## config.mk

```make
export PLATFORM = sky130hd
export DESIGN_NAME = prbs_step
export DESIGN_NICKNAME = d
export VERILOG_FILES = /design/src/rtl/prbs_pkg.sv /design/src/rtl/prbs_step.sv
export SDC_FILE = /design/constraint.sdc
export NUM_CORES = 1
export LEC_CHECK = 0
export BUFFER_PORTS_ARGS = -buffer_cell sky130_fd_sc_hd__buf_2
export CELL_PAD_IN_SITES_DETAIL_PLACEMENT = 0
export CELL_PAD_IN_SITES_GLOBAL_PLACEMENT = 2
export CORE_UTILIZATION = 22
export DETAILED_ROUTE_END_ITERATION = 7
export PLACE_DENSITY = 0.77
export SLEW_MARGIN = 25
export SYNTH_ARGS = -nofsm -noshare
export SYNTH_HDL_FRONTEND = slang
export SYNTH_SLANG_ARGS = --single-unit
```

## constraint.sdc

```tcl
create_clock -name vclk -period 3.85
set_input_delay 0.385 -clock vclk [all_inputs]
set_output_delay 0.385 -clock vclk [all_outputs]
set_load 0.03 [all_outputs]
```

## src/rtl/prbs_pkg.sv

```systemverilog
// Shared definitions for the PRBS generator/checker: polynomial selection,
// LFSR geometry and checker state encoding.
package prbs_pkg;

   localparam int LFSR_W = 31;

   localparam logic [1:0] MODE_PRBS7  = 2'b00;
   localparam logic [1:0] MODE_PRBS15 = 2'b01;
   localparam logic [1:0] MODE_PRBS23 = 2'b10;
   localparam logic [1:0] MODE_PRBS31 = 2'b11;

   localparam int LEN_PRBS7  = 7;
   localparam int LEN_PRBS15 = 15;
   localparam int LEN_PRBS23 = 23;
   localparam int LEN_PRBS31 = 31;

   localparam int TAP_PRBS7  = 6;
   localparam int TAP_PRBS15 = 14;
   localparam int TAP_PRBS23 = 18;
   localparam int TAP_PRBS31 = 28;

   typedef enum logic [1:0] {
      ST_HUNT   = 2'b00,
      ST_VERIFY = 2'b01,
      ST_LOCKED = 2'b10
   } chk_state_e;

   function automatic int prbs_len(input logic [1:0] mode);
      case (mode)
         MODE_PRBS7:  return LEN_PRBS7;
         MODE_PRBS15: return LEN_PRBS15;
         MODE_PRBS23: return LEN_PRBS23;
         default:     return LEN_PRBS31;
      endcase
   endfunction

   function automatic int prbs_tap(input logic [1:0] mode);
      case (mode)
         MODE_PRBS7:  return TAP_PRBS7;
         MODE_PRBS15: return TAP_PRBS15;
         MODE_PRBS23: return TAP_PRBS23;
         default:     return TAP_PRBS31;
      endcase
   endfunction

   function automatic logic [LFSR_W-1:0] prbs_mask(input logic [1:0] mode);
      return LFSR_W'((64'd1 << prbs_len(mode)) - 64'd1);
   endfunction

   // Number of received words needed to fully seed an N-bit checker LFSR.
   function automatic int fill_words(input logic [1:0] mode, input int data_w);
      return (prbs_len(mode) + data_w - 1) / data_w;
   endfunction

endpackage

```

## src/rtl/prbs_step.sv

```systemverilog
// Combinational DATA_W-step advance of the 31-bit LFSR for the selected polynomial.
// USE_FB=1 emits the feedback bits instead of the shifted-out bits.
module prbs_step
   import prbs_pkg::*;
#(
   parameter int DATA_W = 8,
   parameter bit USE_FB = 1'b0
) (
   input  logic [LFSR_W-1:0] i_state,
   input  logic [1:0]        i_mode,
   output logic [DATA_W-1:0] o_word,
   output logic [LFSR_W-1:0] o_next_state
);

   logic [LFSR_W-1:0] w_mask;
   logic [LFSR_W-1:0] w_s;
   logic [4:0]        w_msb;
   logic [4:0]        w_tap;
   logic              w_out;
   logic              w_fb;

   always_comb begin
      w_mask = prbs_mask(i_mode);
      w_msb  = 5'(prbs_len(i_mode) - 1);
      w_tap  = 5'(prbs_tap(i_mode) - 1);
      w_s    = i_state & w_mask;
      w_out  = 1'b0;
      w_fb   = 1'b0;
      o_word = '0;
      for (int i = 0; i < DATA_W; i++) begin
         w_out = w_s[w_msb];
         w_fb  = w_s[w_msb] ^ w_s[w_tap];
         o_word[DATA_W-1-i] = USE_FB ? w_fb : w_out;
         w_s   = ((w_s << 1) | LFSR_W'(w_fb)) & w_mask;
      end
      o_next_state = w_s;
   end

endmodule

```

# After elaboration in Yosys (flattened, before gate mapping)
# Cells that the tools add are included.
# word_totals
register_bits	0
input_bits	33
out_inout_bits	39
wordCells	68
# op_classes
addsub	3
magnitude_cmp	2
n_eq_ne	2
shift	1
mux	34
bitwise_logic	25
reduce_logical	1
# ops
operator	count
bitwise AND 31 bit	9
bitwise OR 31 x 1 -> 31 bit	8
binary-select mux 1 bit (select 5 bit)	16
left shift 1 x 5 -> 31 bit, first input constant	1
subtractor 31 x 1 -> 31 bit, second input constant	1
one-hot mux 5 bit (3 select lines)	2
2-to-1 mux 1 bit	16
less-than comparator 5 x 6 -> 1 bit, second input constant	2
subtractor 5 x 2 -> 5 bit, second input constant	2
XOR 1 bit	8
== test 2 x 1 -> 1 bit, second input constant	1
== test 2 bit, second input constant	1
zero test 2 bit	1

# Logic depth before layout (Yosys ltp)
# Gate-level depths: netlist (run 1).
# logic_depth
word_depth	45
depth_mapped	16
depth_no_buf	12

# Worst setup path after synthesis (run 1)
# OpenSTA, ideal clock, no wires.
# synth_path
path_kind	input port to output port
start	input port i_mode[1]
end	output port o_next_state[0]
t_arrival_ns	3.749
t_required_ns	3.465
slack_ns	-0.284
cell_stages	14
n_path_buf	5
cell_sequence	buf_4 -> buf_4 -> clkbuf_1 -> clkbuf_1 -> nand2_1 -> ha_1 -> mux2_2 -> o221ai_2 -> o22ai_2 -> xor2_1 -> a221oi_1 -> a311oi_1 -> xor2_1 -> buf_4
# synth_via
elab_chain_cells	45
elab_cells_between_ends	66
cone_classes	add/sub: 3; eq/ne: 2; shift: 1; mux: 34; bitwise: 25; reduce/logical: 1
# synth_lines
element	line	text
start, declared	prbs_step.sv:10	input logic [1:0] i_mode,
== test 2 bit, or another cell as far along	prbs_pkg.sv:29, prbs_pkg.sv:38	
one-hot mux 5 bit (3 select lines)	prbs_pkg.sv:29	case (mode)
left shift 1 x 5 -> 31 bit	prbs_pkg.sv:47	return LFSR_W'((64'd1 << prbs_len(mode)) - 64'd1);
subtractor 31 x 1 -> 31 bit	prbs_pkg.sv:47	
bitwise AND 31 bit	prbs_step.sv:26	w_s = i_state & w_mask;
binary-select mux 1 bit (select 5 bit)	prbs_step.sv:32	w_fb = w_s[w_msb] ^ w_s[w_tap];
2-to-1 mux 1 bit (implied by the code)	prbs_step.sv:32	
XOR 1 bit	prbs_step.sv:32	
(+30 left out)	n/a	
bitwise OR 31 x 1 -> 31 bit	prbs_step.sv:34	w_s = ((w_s << 1) | LFSR_W'(w_fb)) & w_mask;
bitwise AND 31 bit	prbs_step.sv:34	
binary-select mux 1 bit (select 5 bit)	prbs_step.sv:32	
2-to-1 mux 1 bit (implied by the code)	prbs_step.sv:32	
XOR 1 bit (*)	prbs_step.sv:32	
net w_fb	prbs_step.sv:20	logic w_fb;
bitwise OR 31 x 1 -> 31 bit (*)	prbs_step.sv:34	
bitwise AND 31 bit (*)	prbs_step.sv:34	
end, declared	prbs_step.sv:12	output logic [LFSR_W-1:0] o_next_state
# Mark *: on every way through the listed nets, which the timed path passes. The rest lies on a longest branch. The select of a mux whose other input is x is not followed.

# Worst setup path after layout (run 1)
# layout_path
start	input port i_mode[0]
end	output port o_next_state[0]
# layout_via
elab_chain_cells	45
elab_cells_between_ends	66
cone_classes	add/sub: 3; eq/ne: 2; shift: 1; mux: 34; bitwise: 25; reduce/logical: 1
# layout_lines
element	line
== test 2 bit, or another cell as far along	prbs_pkg.sv:29, prbs_pkg.sv:38
one-hot mux 5 bit (3 select lines)	prbs_pkg.sv:29
left shift 1 x 5 -> 31 bit	prbs_pkg.sv:47
subtractor 31 x 1 -> 31 bit	prbs_pkg.sv:47
bitwise AND 31 bit	prbs_step.sv:26
binary-select mux 1 bit (select 5 bit)	prbs_step.sv:32
2-to-1 mux 1 bit (implied by the code)	prbs_step.sv:32
XOR 1 bit	prbs_step.sv:32
(+29 left out)	n/a
XOR 1 bit	prbs_step.sv:32
bitwise OR 31 x 1 -> 31 bit	prbs_step.sv:34
bitwise AND 31 bit	prbs_step.sv:34
binary-select mux 1 bit (select 5 bit)	prbs_step.sv:32
2-to-1 mux 1 bit (implied by the code)	prbs_step.sv:32
XOR 1 bit	prbs_step.sv:32
bitwise OR 31 x 1 -> 31 bit	prbs_step.sv:34
bitwise AND 31 bit (*)	prbs_step.sv:34
# Every way passes the cells marked *; elsewhere a longest branch is shown, timed or not. The select of a mux whose other input is x is not followed.

==> metrics.txt, run 1 <==
All-Layer GR Usage=0.1547; WL/cell=16.11 um; CP Launch Type=input port; period utilisation layout=0.9338; most frequent cell after synthesis=nor2b_1; die span in y=approximately 83 um; CP max stage cell=ha_1; Core Area=between 6000 and 7000 um^2; syn nets=248; top cell type's share of synthesized area=0.09450; vias in the first global route=between 1500 and 2000; clock buf count=0; first-pass GRT wire length=~9 mm; post-CTS setup buffers=0; most used cell, CP=buf_2; register area share after synthesis=0; Hold Path Depth=4; mux cell area share after synthesis=0.1624; RSZ-0062 raised after global routing=false; Unique masters post-synth=56; Congestion Overflow GR=0; max_cap viols=0; Initial Util=0.2281; drt via density=approximately 5.2; WP data required=3.46 ns; Synth Area in Compound Gates=0.3265; pin count of the biggest net entering global routing=32; Synth Area in XOR/XNOR=0.04811; commonest cells in the netlist=nor2b_1 (22), nand2_1 (16), nor2_1 (15); critical-path cell list=buf_2 -> inv_1 -> nand2_1 -> ha_1 -> mux2_2 -> o221ai_2 -> o22ai_2 -> or3_1 -> nand4_2 -> mux2i_1 -> a311oi_1 -> xor2_1 -> buf_2; pre-CTS setup slack=between 0.2 and 0.3 ns; Ports=between 70 and 80; drc violations=0; fmax=approximately 280 MHz; Avg Cell Area, Syn=6.806 um^2; port buffer count=72; P_leak=0.8756 nW; share of cells above drive strength 1=0.3692; CP max stage delay=between 0.4 and 0.5 ns; site row count=29; Hold WC Path Type=input port to output port; P&R area growth vs syn=30.67%; post-route setup slack=around 0.25 ns; Cell Pwr Density=218.3 nW/um^2; Slew Limit Fails=0; synthesized instance count=roughly 210; worst setup path category=input port to output port; via count=1857; setup TNS=0 ns; Worst slew margin=0.5020; CP endpoint kind=output port; Post-Synth Simple-Gate Area=0.3514; fin crit period=about 3.6 ns; Ys Warns=0; ANT nets after route=0; sequential cell area=0 um^2; FF+latch count=0; peak supply drop=0.09114 mV; main combinational cell family by area after synthesis=simple AND/OR/NAND/NOR gates; final hold vios=0; cell taking the most area after synthesis=nor2b_1; critical path peak fanout=11; post-synthesis adder-cell area fraction=0.008591; largest cells by area after synthesis=nor2b_1 (9.5%), mux2i_1 (8.9%), a21oi_1 (4.5%); status=completed; Slew @ Worst Pin=0.7442 ns; DR pass1 iterations=4; First DRT Iteration DRCs=125; Die X=83.37 um; antenna cells=0; Final Setup Violations=0; drt total wl=5.736 mm; Final Wtd Congestion=0.8191; initial antenna violation count=0; Final nets=roughly 320; die area=slightly below 7000 um^2; Netlist Area Pre-Place=1456 um^2; crit path DAT=3.21 ns; HPWL Detailed=around 4.6 mm
-- cell families after synthesis --
logic type,after synthesis
AO/OA/AOI/OAI,65
XOR/XNOR,8
adder cells (fa/ha/maj),1
buffers and inverters,27
multiplexers,22
AND/OR/NAND/NOR,91
-- placed cells by master, fill, tap and decap left out, types with 4 or more instances in the layout --
cell type,netlist,routed
buf_2,2,72
nor2b_1,22,22
nand2_1,16,16
nor2_1,15,15
mux2i_1,13,13
a21oi_1,13,13
buf_4,6,11
o21ai_0,9,9
and3_1,8,8
inv_1,8,7
nor3_1,5,5
a211oi_1,5,5
nand2b_1,4,4
mux2_2,4,4
o21ai_1,4,4
xnor2_1,5,4
-- through the flow --
stage / utilization / power (W) / hold WS [ns] / instance area (um^2) / instances
after floorplan: - / 0.0003023 / 0.9332 / 1470 / 214
after global placement: 0.2960 / 0.0004118 / 1.151 / 1891 / 356
after detailed placement: 0.2960 / 0.0004117 / 1.148 / 1891 / 356
after CTS: 0.2960 / 0.0004125 / 1.148 / 1891 / 356
after global routing: 0.2980 / 0.0004467 / 1.162 / 1903 / 356
final: 0.2980 / 0.0004154 / 1.151 / 1903 / 356
-- report_power, final --
part,internal (W),leakage [nW],switching [W],total (W)
Sequential,0,0,0,0
Combinational,0.000146,0.876,0.000269,0.000415
Clock,0,0,0,0
-- path summary, 6_finish.rpt --
check	startpoint	to
max	i_mode[0]	o_next_state[0]
min	i_state[18]	o_next_state[26]
-- final cells by class --
class              count  area [um^2]
fillers              751         4483
multi-input cells    187         1326
repair buffers        83        442.9
inverters              9        37.54
well taps             77        96.34
-- per-layer routing --
metal,global-route usage,up-vias,share of wire
met4,0,0,0
li1,-,927,-
met5,0,-,0
met2,0.2496,55,0.45
met1,0.2400,875,0.51
met3,0.004970,0,0.041
-- worst max-delay path, delay by kind of cell --
family / cells / cell delay, ns
AO/OA/AOI/OAI: 3 / 0.71
XOR/XNOR: 1 / 0.16
adder cells (fa/ha/maj): 1 / 0.48
buffers and inverters: 3 / 0.41
multiplexers: 2 / 0.48
AND/OR/NAND/NOR: 3 / 0.59
-- what timing repair did --
item                                    4_1_cts  5_1_grt
hold buffers                                  0        0
endpoints found under the setup margin        0        1
gates resized for setup                       0        2
No activity file was read; power rests on OpenSTA's default activity.
==> run 2, diff against run 1 <==
- REMOVE_ABC_BUFFERS: default -> 1
==> run 2 against run 1 <==
Combinational power about the same; via count up 1.7%; maximum frequency up 1.2%; core utilization down 0.18 points; count of clock-buffer cells in the layout unchanged; global-route usage up 0.63 points; hold slack better by 0.0069 ns; final cell count up 0.28%; setup slack better by 0.041 ns; sequential share of layout area unchanged; die area unchanged; largest power group unchanged.
==> metrics.txt, run 2 (synthesis gave the netlist of run 1 again) <==
status=completed (unchanged); post-CTS setup buffers=0 (unchanged); P&R area growth vs syn=29.90% (was 30.67%); first-pass GRT wire length=9.211 mm (was 8.894 mm); period utilisation layout=0.9231 (was 0.9338); filler instances=733 (was 751); cell family with most CP delay=compound AO/OA/AOI/OAI gates (unchanged); Hold EP=o_next_state[26] (unchanged); ANT nets after route=0 (unchanged); Worst Path Buf+Inv=4 (was 3); Congestion Overflow GR=0 (unchanged); FF+latch count=0 (unchanged); max_cap viols=0 (unchanged); First DRT Iteration DRCs=104 (was 125); Hold WC Path Type=input port to output port (unchanged); fin crit period=3.554 ns (was 3.595 ns); critical path peak fanout=8 (was 11); CP max stage delay=0.43 ns (was 0.48 ns); Die X=83.37 um (unchanged); peak supply drop=0.08734 mV (was 0.09114 mV); initial antenna violation count=0 (unchanged); WP data required=3.46 ns (about the same); Slew Limit Fails=0 (unchanged); Final Setup Violations=0 (unchanged); All-Layer GR Usage=0.1610 (was 0.1547); CP Launch Type=input port (unchanged); commonest non-fill, non-tap cells in the layout=buf_2 (72), nor2b_1 (22), nand2_1 (16) (unchanged); worst setup path category=input port to output port (unchanged); HPWL Detailed=4.687 mm (was 4.595 mm); sequential cell area=0 um^2 (unchanged); commonest non-fill, non-tap cell in the layout=buf_2 (unchanged); Hold Path Depth=4 (unchanged); Worst slew margin=0.5336 (was 0.5020); antenna cells=0 (unchanged); Cell Pwr Density=217.6 nW/um^2 (was 218.3 nW/um^2); fmax=281.4 MHz (was 278.2 MHz); CP max stage cell=ha_1 (unchanged); Fin Hold WS=1.158 ns (was 1.151 ns); setup TNS=0 ns (unchanged); Final Wtd Congestion=0.8410 (was 0.8191); Final nets=316 (was 315); Multi-input gate area=1311 um^2 (was 1326 um^2); Hold Startpoint=i_state[18] (unchanged); drt total wl=5.810 mm (was 5.736 mm); vias in the first global route=1799 (was 1671); WL/cell=16.27 um (was 16.11 um); site row count=29 (unchanged); via count=1888 (was 1857); Ports=72 (unchanged); die area=6950 um^2 (unchanged); die span in y=83.37 um (unchanged); critical-path cell list=buf_2 -> inv_1 -> nand2_1 -> ha_1 -> buf_4 -> mux2_1 -> o22ai_1 -> o22ai_1 -> xnor2_1 -> a41oi_1 -> a41oi_1 -> xor2_1 -> buf_2 (was buf_2 -> inv_1 -> nand2_1 -> ha_1 -> mux2_2 -> o221ai_2 -> o22ai_2 -> or3_1 -> nand4_2 -> mux2i_1 -> a311oi_1 -> xor2_1 -> buf_2); clock buf count=0 (unchanged); crit path DAT=3.17 ns (was 3.21 ns); P_leak=0.8804 nW (was 0.8756 nW); Setup crit start=i_mode[0] (unchanged); RSZ-0062 raised after global routing=false (unchanged); share of cells above drive strength 1=0.3607 (was 0.3692); final hold vios=0 (unchanged); pin count of the biggest net entering global routing=35 (was 32); drt via density=5.289 (was 5.216); Slew @ Worst Pin=0.6970 ns (was 0.7442 ns); Core Area=6386 um^2 (unchanged); CP endpoint kind=output port (unchanged); port buffer count=72 (unchanged); DR pass1 iterations=5 (was 4); drc violations=0 (unchanged); Initial Util=0.2281 (unchanged)
==> run 2: cell count changes in the layout (fill, tap and decap cells not counted), sizes merged <==
cell / change
buf: +1
inv: +1
clkinvlp: -1
==> run 2: metal layers <==
layer,vias to the layer above,part of all wire,track usage
li1,935,-,-
met1,888,0.45,0.2210
met2,65,0.49,0.2891
met3,0,0.061,0.01093
met4,0,0,0.004702
met5,-,0,0
==> run 2: worst max-delay path by stage <==
| stage | endpoint | slack (ns) | cells after the start |
|---|---|---|---|
| after CTS | o_next_state[1] | 0.29 | 13 |
| final | o_next_state[3] | 0.30 | 13 |
| after floorplan | o_next_state[0] | -0.09 | 10 |
| after detailed placement | o_next_state[0] | 0.30 | 13 |
| after global routing | o_next_state[1] | 0.02 | 14 |
| after global placement | o_next_state[3] | 0.37 | 13 |
==> run 2: final cells by class <==
type	count	area share
timing repair buffer	84	0.2381
tap	77	0.05093
multi-input combinational	187	0.6931
inverter	9	0.01786
==> run 2: tightest hold or removal path, delay by kind of cell <==
kind,cells,cell delay [ns]
and+or+nand+nor,1,0.05
buffers and inverters,3,0.34
==> run 2: timing repair <==
| item | 4_1_cts | 5_1_grt |
|---|---|---|
| gates resized for setup | 0 | 1 |
| setup endpoints to repair | 0 | 1 |
| hold buffers | 0 | 0 |
==> run 2: per-stage QoR <==
stage / setup WS [ns] / area [um^2] / total power (W) / util / std cells
floorplan: -0.09019 / 1340 / 0.0002723 / - / 196
global placement: 0.3660 / 1887 / 0.0004111 / 0.2955 / 357
detailed placement: 0.3033 / 1887 / 0.0004113 / 0.2955 / 357
CTS: 0.2904 / 1887 / 0.0004119 / 0.2955 / 357
global route: 0.01904 / 1892 / 0.0004458 / 0.2962 / 357
finish: 0.2962 / 1892 / 0.0004117 / 0.2962 / 357
==> run 2: power by group <==
group          internal (W)  total [W]  switching, W  leakage, nW
Combinational      0.000145   0.000412      0.000267        0.880
Sequential                0          0             0            0
Clock                     0          0             0            0
==> run 3, diff against run 2 <==
- PLACE_DENSITY: 0.77 -> default
- PLACE_DENSITY_LB_ADDON: default -> 0.1
==> run 3 against run 2 <==
Global-route usage is 1.0 points higher; combinational power is essentially flat; maximum frequency is 1.0% lower; largest power group unchanged.
==> metrics.txt, run 3 (synthesis gave the netlist of run 1 again) <==
status=completed (unchanged); worst setup path category=input port to output port (unchanged); drc violations=0 (unchanged); First DRT Iteration DRCs=70 (was 104); crit path DAT=3.21 ns (was 3.17 ns); max_cap viols=0 (unchanged); die area=6950 um^2 (unchanged); Slew Limit Fails=0 (unchanged); Area after DPL=1887 um^2 (unchanged); pin count of the biggest net entering global routing=45 (was 35); Congestion Overflow GR=0 (unchanged); Hold WC Path Type=input port to output port (unchanged); antenna cells=0 (unchanged); Final Wtd Congestion=0.7981 (was 0.8410); Worst slew margin=0.5589 (was 0.5336); commonest non-fill, non-tap cell in the layout=buf_2 (unchanged); CP max stage cell=ha_1 (unchanged); Final Setup Violations=0 (unchanged); Die X=83.37 um (unchanged); drt via density=5.263 (was 5.289); sequential cell area=0 um^2 (unchanged); clock buf count=0 (unchanged); site row count=29 (unchanged); post-CTS setup buffers=0 (unchanged); CP max stage delay=0.43 ns (about the same); via count=1879 (was 1888); WL/cell=17.20 um (was 16.27 um); port buffer count=72 (unchanged); share of cells above drive strength 1=0.3571 (was 0.3607); commonest non-fill, non-tap cells in the layout=buf_2 (72), nor2b_1 (22), nand2_1 (16) (unchanged); All-Layer GR Usage=0.1715 (was 0.1610); post-CTS sizing=0 (unchanged); most used cell, CP=buf_2; Hold-fix buffers, CTS=0 (unchanged); vias in the first global route=1722 (was 1799); Ports=72 (unchanged); ANT nets after route=0 (unchanged); initial antenna violation count=0 (unchanged); P_leak=0.8793 nW (was 0.8804 nW); CP endpoint kind=output port (unchanged); Slew @ Worst Pin=0.6592 ns (was 0.6970 ns); P&R area growth vs syn=29.55% (was 29.90%); RSZ-0062 raised after global routing=false (unchanged); drt total wl=6.142 mm (was 5.810 mm); final hold vios=0 (unchanged); period utilisation layout=0.9325 (was 0.9231); Design Area, Final=1887 um^2 (was 1892 um^2); critical path peak fanout=7 (was 8); Initial Util=0.2281 (unchanged); HPWL Detailed=4.824 mm (was 4.687 mm); Worst Path Buf+Inv=3 (was 4); WP data required=3.46 ns (about the same); peak supply drop=0.1055 mV (was 0.08734 mV); critical-path cell list=buf_2 -> inv_1 -> nand2_1 -> ha_1 -> mux2_2 -> o221ai_2 -> o22ai_2 -> or3_1 -> nand4_2 -> mux2i_1 -> a311oi_1 -> xor2_1 -> buf_2 (was buf_2 -> inv_1 -> nand2_1 -> ha_1 -> buf_4 -> mux2_1 -> o22ai_1 -> o22ai_1 -> xnor2_1 -> a41oi_1 -> a41oi_1 -> xor2_1 -> buf_2); die span in y=83.37 um (unchanged); first-pass GRT wire length=9.666 mm (was 9.211 mm); Final nets=316 (unchanged); fin crit period=3.590 ns (was 3.554 ns); FF+latch count=0 (unchanged); Cell Pwr Density=219.5 nW/um^2 (was 217.6 nW/um^2); setup TNS=0 ns (unchanged); DR pass1 iterations=4 (was 5); CP Launch Type=input port (unchanged); Core Area=6386 um^2 (unchanged); fmax=278.5 MHz (was 281.4 MHz); cell family with most CP delay=compound AO/OA/AOI/OAI gates (unchanged)
==> run 3: cell counts in the layout (fill, tap and decap cells not counted) <==
Identical to the previous run, type by type.
==> run 3: stage by stage <==
| stage | setup slack, ns | utilization | instances | total power, W | hold slack (ns) |
|---|---|---|---|---|---|
| floorplan | -0.09019 | - | 196 | 0.0002723 | 0.9332 |
| global placement | 0.2490 | 0.2955 | 357 | 0.0004203 | 1.153 |
| detailed placement | 0.2253 | 0.2955 | 357 | 0.0004158 | 1.146 |
| CTS | 0.2157 | 0.2955 | 357 | 0.0004174 | 1.149 |
| global route | 0.1105 | 0.2955 | 357 | 0.0004471 | 1.170 |
| finish | 0.2597 | 0.2955 | 357 | 0.0004142 | 1.144 |
==> run 3: tightest hold or removal path, stage by stage <==
cell and delay (ns):
buf_2 0.12, inv_1 0.06, nor2_1 0.04, buf_2 0.16
==> run 3: final timing paths <==
kind / to / slack [ns] / start / cells past startpoint
setup / recovery: o_next_state[0] / 0.26 / i_mode[0] / 13
hold / removal: o_next_state[21] / 1.14 / i_state[13] / 4
==> run 3: final cells by class <==
| type | instances | area (um^2) |
|---|---|---|
| Fill cell | 742 | 4499 |
| Multi-Input combinational cell | 187 | 1306 |
| Timing Repair Buffer | 84 | 450.4 |
| Tap cell | 77 | 96.34 |
| Inverter | 9 | 33.78 |
==> run 3: metal layers <==
metal | track usage | vias to the layer above | share of wire
met5 | 0 | - | 0
met4 | 0.02038 | 0 | 0.012
met3 | 0.008946 | 6 | 0.040
met2 | 0.2869 | 59 | 0.46
met1 | 0.2481 | 876 | 0.49
li1 | - | 938 | -
==> run 3: where the power goes <==
group	total, W	leakage, nW	switching [W]	internal [W]
clock	0	0	0	0
combinational	0.000414	0.879	0.000270	0.000144
sequential	0	0	0	0
total	0.000414	0.879	0.000270	0.000144
